**src/rtl/reg_to_obi_bridge.sv**
```systemverilog
`default_nettype none
// +----------------------------------------------------------------------------+
// | reg_to_obi_bridge                                                          |
// | Register-bus responder that issues one OBI master transaction per          |
// | register-bus request. One transaction in flight at a time. A response      |
// | timeout in the data phase answers with a bus error and drains the late     |
// | rvalid before new requests are accepted.                                   |
// | Revision: 1.0                                                              |
// +----------------------------------------------------------------------------+

// Register-bus request/response types
package reg_pkg;
  typedef struct packed {
    logic [31:0] addr;
    logic        write;
    logic [31:0] wdata;
    logic [3:0]  wstrb;
    logic        valid;
  } reg_req_t;

  typedef struct packed {
    logic [31:0] rdata;
    logic        error;
    logic        ready;
  } reg_rsp_t;
endpackage

// OBI master request / slave response types
package obi_pkg;
  typedef struct packed {
    logic        req;
    logic        we;
    logic [3:0]  be;
    logic [31:0] addr;
    logic [31:0] wdata;
  } obi_req_t;

  typedef struct packed {
    logic        gnt;
    logic        rvalid;
    logic [31:0] rdata;
  } obi_resp_t;
endpackage

module reg_to_obi_bridge #(
  parameter type         reg_req_t      = reg_pkg::reg_req_t,
  parameter type         reg_rsp_t      = reg_pkg::reg_rsp_t,
  parameter int unsigned TIMEOUT_CYCLES = 1024,
  parameter logic [31:0] ERR_RDATA      = 32'hBADC_AB1E
) (
  input  logic               clk_i,
  input  logic               rst_ni,
  input  reg_req_t           reg_req_i,
  output reg_rsp_t           reg_rsp_o,
  output obi_pkg::obi_req_t  obi_req_o,
  input  obi_pkg::obi_resp_t obi_resp_i,
  output logic               busy_o,
  output logic               timeout_o
);

  // --------------------------------------------------------------------------
  // Constants
  // --------------------------------------------------------------------------
  localparam logic [2:0] S_IDLE     = 3'd0;
  localparam logic [2:0] S_ADDR     = 3'd1;
  localparam logic [2:0] S_DATA     = 3'd2;
  localparam logic [2:0] S_RESP     = 3'd3;
  localparam logic [2:0] S_RESP_ERR = 3'd4;
  localparam logic [2:0] S_DRAIN    = 3'd5;

  // A zero TIMEOUT_CYCLES disables the timeout; the counter still needs one bit.
  localparam bit TIMEOUT_EN = (TIMEOUT_CYCLES != 0);
  localparam int CNT_W      = TIMEOUT_EN ? $clog2(TIMEOUT_CYCLES + 1) : 1;

  localparam logic [CNT_W-1:0] CNT_LAST = TIMEOUT_EN ? CNT_W'(TIMEOUT_CYCLES - 1) : '0;
  localparam logic [CNT_W-1:0] CNT_MAX  = '1;

  // --------------------------------------------------------------------------
  // Signals
  // --------------------------------------------------------------------------
  logic [2:0]       state_q;
  logic [2:0]       state_d;

  logic [31:0]      addr_q;
  logic             we_q;
  logic [31:0]      wdata_q;
  logic [3:0]       be_q;
  logic [31:0]      rdata_q;
  logic             error_q;
  logic [CNT_W-1:0] cnt_q;

  logic             timeout_hit;

  // Timeout fires on the last allowed DATA cycle only when no rvalid arrives;
  // a coincident rvalid completes the transaction normally.
  assign timeout_hit = TIMEOUT_EN
                    && (state_q == S_DATA)
                    && (cnt_q == CNT_LAST)
                    && !obi_resp_i.rvalid;

  // --------------------------------------------------------------------------
  // FSM
  // --------------------------------------------------------------------------

  // State register
  always_ff @(posedge clk_i or negedge rst_ni) begin
    if (!rst_ni) begin
      state_q <= S_IDLE;
    end else begin
      state_q <= state_d;
    end
  end

  // Next-state logic; rvalid outside DATA/DRAIN is spurious and ignored
  always_comb begin
    state_d = state_q;
    case (state_q)
      S_IDLE: begin
        if (reg_req_i.valid) begin
          state_d = S_ADDR;
        end
      end
      S_ADDR: begin
        if (obi_resp_i.gnt) begin
          state_d = S_DATA;
        end
      end
      S_DATA: begin
        if (obi_resp_i.rvalid) begin
          state_d = S_RESP;
        end else if (timeout_hit) begin
          state_d = S_RESP_ERR;
        end
      end
      S_RESP: begin
        state_d = S_IDLE;
      end
      S_RESP_ERR: begin
        state_d = S_DRAIN;
      end
      S_DRAIN: begin
        if (obi_resp_i.rvalid) begin
          state_d = S_IDLE;
        end
      end
      default: begin
        state_d = S_IDLE;
      end
    endcase
  end

  // Outputs decoded from state; request fields come straight from the
  // captured registers so they stay stable for the whole address phase
  always_comb begin
    obi_req_o       = '0;
    obi_req_o.req   = (state_q == S_ADDR);
    obi_req_o.we    = we_q;
    obi_req_o.be    = be_q;
    obi_req_o.addr  = addr_q;
    obi_req_o.wdata = wdata_q;

    reg_rsp_o       = '0;
    reg_rsp_o.rdata = rdata_q;
    reg_rsp_o.error = error_q;
    reg_rsp_o.ready = (state_q == S_RESP) || (state_q == S_RESP_ERR);

    busy_o          = (state_q != S_IDLE);
    timeout_o       = timeout_hit;
  end

  // --------------------------------------------------------------------------
  // Datapath
  // --------------------------------------------------------------------------

  // Capture the request, run the response counter and latch the response data
  always_ff @(posedge clk_i or negedge rst_ni) begin
    if (!rst_ni) begin
      addr_q  <= '0;
      we_q    <= 1'b0;
      wdata_q <= '0;
      be_q    <= '0;
      rdata_q <= '0;
      error_q <= 1'b0;
      cnt_q   <= '0;
    end else begin
      case (state_q)
        S_IDLE: begin
          if (reg_req_i.valid) begin
            addr_q  <= reg_req_i.addr;
            we_q    <= reg_req_i.write;
            wdata_q <= reg_req_i.wdata;
            // Reads fetch the full word regardless of the strobes.
            be_q    <= reg_req_i.write ? reg_req_i.wstrb : 4'hF;
          end
        end
        S_ADDR: begin
          if (obi_resp_i.gnt) begin
            cnt_q <= '0;
          end
        end
        S_DATA: begin
          // Saturating so a disabled or very long timeout never wraps.
          if (cnt_q != CNT_MAX) begin
            cnt_q <= cnt_q + 1'b1;
          end
          if (obi_resp_i.rvalid) begin
            rdata_q <= obi_resp_i.rdata;
            error_q <= 1'b0;
          end else if (timeout_hit) begin
            rdata_q <= ERR_RDATA;
            error_q <= 1'b1;
          end
        end
        default: begin
          // RESP, RESP_ERR and DRAIN hold everything; late data is discarded.
        end
      endcase
    end
  end

endmodule
`default_nettype wire

```
**config.mk**
```make
export PLATFORM = sky130hd
export DESIGN_NAME = reg_to_obi_bridge
export DESIGN_NICKNAME = d
export VERILOG_FILES = /design/src/rtl/reg_to_obi_bridge.sv
export SDC_FILE = /design/constraint.sdc
export NUM_CORES = 1
export LEC_CHECK = 0
export CAP_MARGIN = 20
export CORE_AREA = 2 2 127 129
export DETAILED_ROUTE_END_ITERATION = 12
export DIE_AREA = 0 0 129 131
export PLACE_DENSITY = 0.59
export SYNTH_ARGS = -nofsm -noshare
export SYNTH_HDL_FRONTEND = slang
export SYNTH_SLANG_ARGS = --single-unit
export TNS_END_PERCENT = 20
```
**constraint.sdc**
```tcl
create_clock -name clk_i -period 3.2 [get_ports clk_i]
set_input_delay 0.96 -clock clk_i [delete_from_list [all_inputs] [get_ports clk_i]]
set_output_delay 0.96 -clock clk_i [all_outputs]
set_load 0.05 [all_outputs]
```
# Word level (Yosys, flattened, before mapping)
# Index checks and enable logic that the tools add are counted.
op_classes:
  addsub: 1
  n_eq_ne: 12
  mux: 14
  reduce_logical: 12
op_table:
  columns: ["op", "count"]
  rows:
  - ["32-bit two-way mux", 2]
  - ["11-bit two-way mux", 2]
  - ["11-bit one-hot mux with 2 select lines", 1]
  - ["3-bit two-way mux", 5]
  - ["3-bit one-hot mux with 5 select lines", 1]
  - ["11-bit by 1-bit adder with 11-bit output, second input constant", 1]
  - ["11-bit by 10-bit == test with 1-bit output, second input constant", 1]
  - ["11-bit != test, second input constant", 1]
  - ["3-bit by 2-bit == test with 1-bit output, second input constant", 2]
  - ["3-bit == test, second input constant", 2]
  - ["4-bit two-way mux", 1]
  - ["2-bit by 1-bit != test with 1-bit output, second input constant", 2]
  - ["2-bit != test, second input constant", 2]
  - ["2-bit AND reduction", 2]
  - ["4-bit AND reduction", 1]
  - ["2-bit nonzero test", 2]
  - ["3-bit by 1-bit == test with 1-bit output, second input constant", 1]
  - ["3-bit logical NOT", 1]
  - ["3-bit != test, second input constant", 1]
  - ["3-bit AND reduction", 1]
  - ["3-bit nonzero test", 1]
  - ["1-bit logical AND", 2]
  - ["1-bit two-way mux", 2]
  - ["1-bit logical NOT", 1]
  - ["1-bit logical OR", 1]
word_totals:
  regBits: 116
  out_inout_bits: 106

# Depth between registers and ports, before layout
# Gate-level depths: netlist (run 1).
depth:
  depth_word: 6
  mapped_depth: 6
  mapped_depth_nobuf: 5

# Worst setup path before layout (run 1)
# OpenSTA, ideal clock, no wires.
synth_timing:
  path_kind: "flip-flop to output port"
  from: "reg cnt_q[1]"
  to: "out timeout_o"
  t_arrival_ns: 2.323
  path_slack_ns: -0.083
  path_stages_with_launch: 5
  cell_sequence: "dfrtp_1 -> ha_1 -> nand2_1 -> or4_1 -> nor3_1"
synth_between:
  elab_chain_len: 3
synth_lines:
  columns: ["element", "line", "rtl"]
  rows:
  - ["start, declared", "90", "logic [CNT_W-1:0] cnt_q;"]
  - ["start signal, assigned", "204", "cnt_q <= cnt_q + 1'b1;"]
  - ["11-bit by 10-bit == test with 1-bit output", "98", "&& (cnt_q == CNT_LAST)"]
  - ["1-bit logical AND", "98", null]
  - ["1-bit logical AND", "99", "&& !obi_resp_i.rvalid;"]
  - ["end, declared", "58", "output logic timeout_o"]
# No other way between the ends.

==> metrics.txt, run 1 <==
outcome=finished, final reports clean; vias in the first global route=3,690; Gate Count Post-Synth=325; layout cell share with drive strength beyond 1=19.4%; syn_area_per_cell=roughly 14 µm²; Final Skew=approximately 0.008 ns; GRT Overall Usage=between 10% and 20%; nets@finish=653; setup TNS=0 ns; initial core utilization=between 20% and 30%; relative slew slack=between 40 and 50%; Setup WS pre-CTS=0.392 ns; Max Slew Vio Count=0; via count=3,514; Final Hold Fails=0; area of the core=15,600 µm²; minimum clock period=3.06 ns; share of the synthesized area in the top cell type=63.6%; Final WS setup=0.135 ns; DRT Pass-1 Iters=4; GP Congestion=around 0.81; endpoint class of the critical path=output port; CTS tree=done; grt ovf=0; drt initial violations=108; Post-CTS Hold Buffers=0; Core Util, Final=approximately 49%; initial antenna violation count=0; Leak=3.09 nW; Mapped Area=4560 µm²; Critical Path Source Type=register; Reg-to-Reg Start=state_q[0]; Die Height=around 130 µm; Worst Setup SP=state_q[2]; RSZ-0062 raised after global routing=false; first-pass GRT wire length=19.0 mm; fin crit share=a little over nine tenths; Synth Warn #=0; Worst Hold Class=register to register; Fmax=326 MHz; Longest Clk Path Bufs=2; max_cap viols=0; Ant. Diodes=0; kind of critical path=register to output port; number of fill cells in the layout=1,393; Worst Path Arrival=between 2 and 2.5 ns; clk_lat worst skew=0.41 ns; HPWL after DPL=8.86 mm; Crit path required time=2.24 ns; Synthesized Nets=432; top_reg_cell synth=dfrtp_1; sequential share of the synthesized area=63.6%; io pins=~210; power density cells=roughly 1300 nW/µm²; final WL=12.3 mm; R2R Setup Slk=1.07 ns; Worst Tran Pin Value=0.781 ns; Post-synth top cells=116 x dfrtp_1, 57 x mux2_2, 19 x o22a_1; CTS Root Cell=clkbuf_16; Max stage delay on crit path=0.84 ns; count of flip-flops with a built-in enable after synthesis=0; CTS clk-pin slew, worst paths=approximately 0.05 ns; most common cell in the synthesized netlist=dfrtp_1; Power Total=9.56 mW; Die Area=16,900 µm²; Die Wd=about 130 µm; slowest cell on the critical path=clkdlybuf4s50_1; area grow syn2layout=66.6%; largest net degree at the start of global routing=54; detail-routed net length per standard cell=15.9 µm; Rows=46; FF+latch count, synth=116; via density per instance=between 4 and 5; residual DRC count=0; Async S/R FF share, synth=100%; postcts setup bufs=0; fin area=7600 µm²; Placed Area=6950 µm²; VDD IR-drop max=0.000638 V; Synth area leaders=dfrtp_1 64%, mux2_2 14%, o22a_1 3.6%, a22o_1 2.5%, mux2_1 2.0%; total CTS buffers=17; critical path fanouts, max=10; H-tree Lvls=4; Antenna Violating Nets Remaining=0; Yosys cell types=38; clock sink total=between 100 and 150; dominant cell type by area after synthesis=dfrtp_1; final setup vio count=0; Port-buffer cells=211; hold_sp=wdata_q[12]; sequence of cells on the critical path=or2b_1, mux2i_1, clkdlybuf4s50_1
## metal layers
metal / part of all wire [%] / routed length [µm] / GRT usage [%]
met5: 0 / 0 / 0
met4: 2.1 / 255 / 7.67
met3: 7.5 / 924 / 5.21
met1: 42 / 5130 / 17.5
met2: 49 / 6000 / 24.0
## cell type report
type	instances	area [µm²]	share of cell area [%]
well taps	216	270	3.56
clock inverters	9	150	1.98
flip-flops and latches	116	2900	38.2
inverters	10	37.5	0.494
clock buffers	22	484	6.37
multi-input cells	180	1540	20.2
repair buffers	221	2220	29.2
## power breakdown
| part | internal (mW) | switching, mW | leakage [nW] | total, mW |
|---|---|---|---|---|
| Sequential | 2.15 | 0.379 | 1.37 | 2.53 |
| Combinational | 1.84 | 3.16 | 1.41 | 5.01 |
| Clock | 1.38 | 0.650 | 0.308 | 2.03 |
## stage by stage
stage	hold slack (ns)	cells
6_report	0.483	774
5_1_grt	0.505	774
4_1_cts	0.489	774
3_5_place_dp	0.476	743
3_3_place_gp	0.469	743
2_1_floorplan	0.464	325
## timing repair
item                       in CTS  in global routing
hold endpoints to repair        0                  0
setup endpoints to repair       1                  1
gates resized for setup         2                  1
cloned                          0                  0
## critical path: cells and delay by family, from the launching register on
family | cells | cell delay (ns)
mux | 1 | 0.13
simple gates | 1 | 0.27
buf+inv | 1 | 0.84
flops | 1 | 0.46
## path summary, 6_finish.rpt
check	cells after the start	end
worst max register to register	4	cnt_q[9]
max in group asynchronous	2	rdata_q[27]
worst min register to register	1	wdata_q[12]
worst min-delay path	1	wdata_q[12]
min in group asynchronous	1	wdata_q[14]
worst max-delay path	3	reg_rsp_o[0]
## registers in the layout, indices dropped and copies added (netlist names)
| signal | cells |
|---|---|
| rdata_q | 32 |
| addr_q | 32 |
| state_q | 3 |
| we_q | 1 |
| be_q | 4 |
| cnt_q | 11 |
| error_q | 1 |
| wdata_q | 32 |
## logic make-up after synthesis
family,synth area share (%)
muxes,16.3
adders and majority gates,0.274
AOI/OAI and AO/OA,10.7
buffers and inverters,3.18
and+or+nand+nor,5.92
DFF,63.6
## placed cells by master (no fill, tap or decap), types with 2 or more instances in the layout
master	instances
a21oi_1	6
a22o_1	13
bufinv_16	4
or2b_1	2
o22ai_1	3
clkbuf_8	4
buf_4	10
a31oi_1	6
o22a_1	19
buf_12	3
clkinv_2	3
nor2_1	8
nand3_1	3
mux2_1	8
dfrtp_1	116
o21ai_0	10
clkdlybuf4s50_1	208
or3_1	4
nand2_1	9
clkbuf_16	17
inv_1	10
nor3b_1	2
nand4_1	4
clkinvlp_4	2
nor3_1	3
or4_1	2
nor4_1	2
o211ai_1	4
mux2_2	57
(Power assumes the default switching activity.)
==> run 2: changes to the inputs <==
--- a/config.mk
+++ b/config.mk
@@ -7,6 +7,7 @@
 export LEC_CHECK = 0
 export CAP_MARGIN = 20
 export CORE_AREA = 2 2 127 129
+export CTS_CLUSTER_DIAMETER = 150
 export DETAILED_ROUTE_END_ITERATION = 12
 export DIE_AREA = 0 0 129 131
 export PLACE_DENSITY = 0.59
==> results of run 2 <==
Final layout, timing and power as in run 1 (identical DEF).
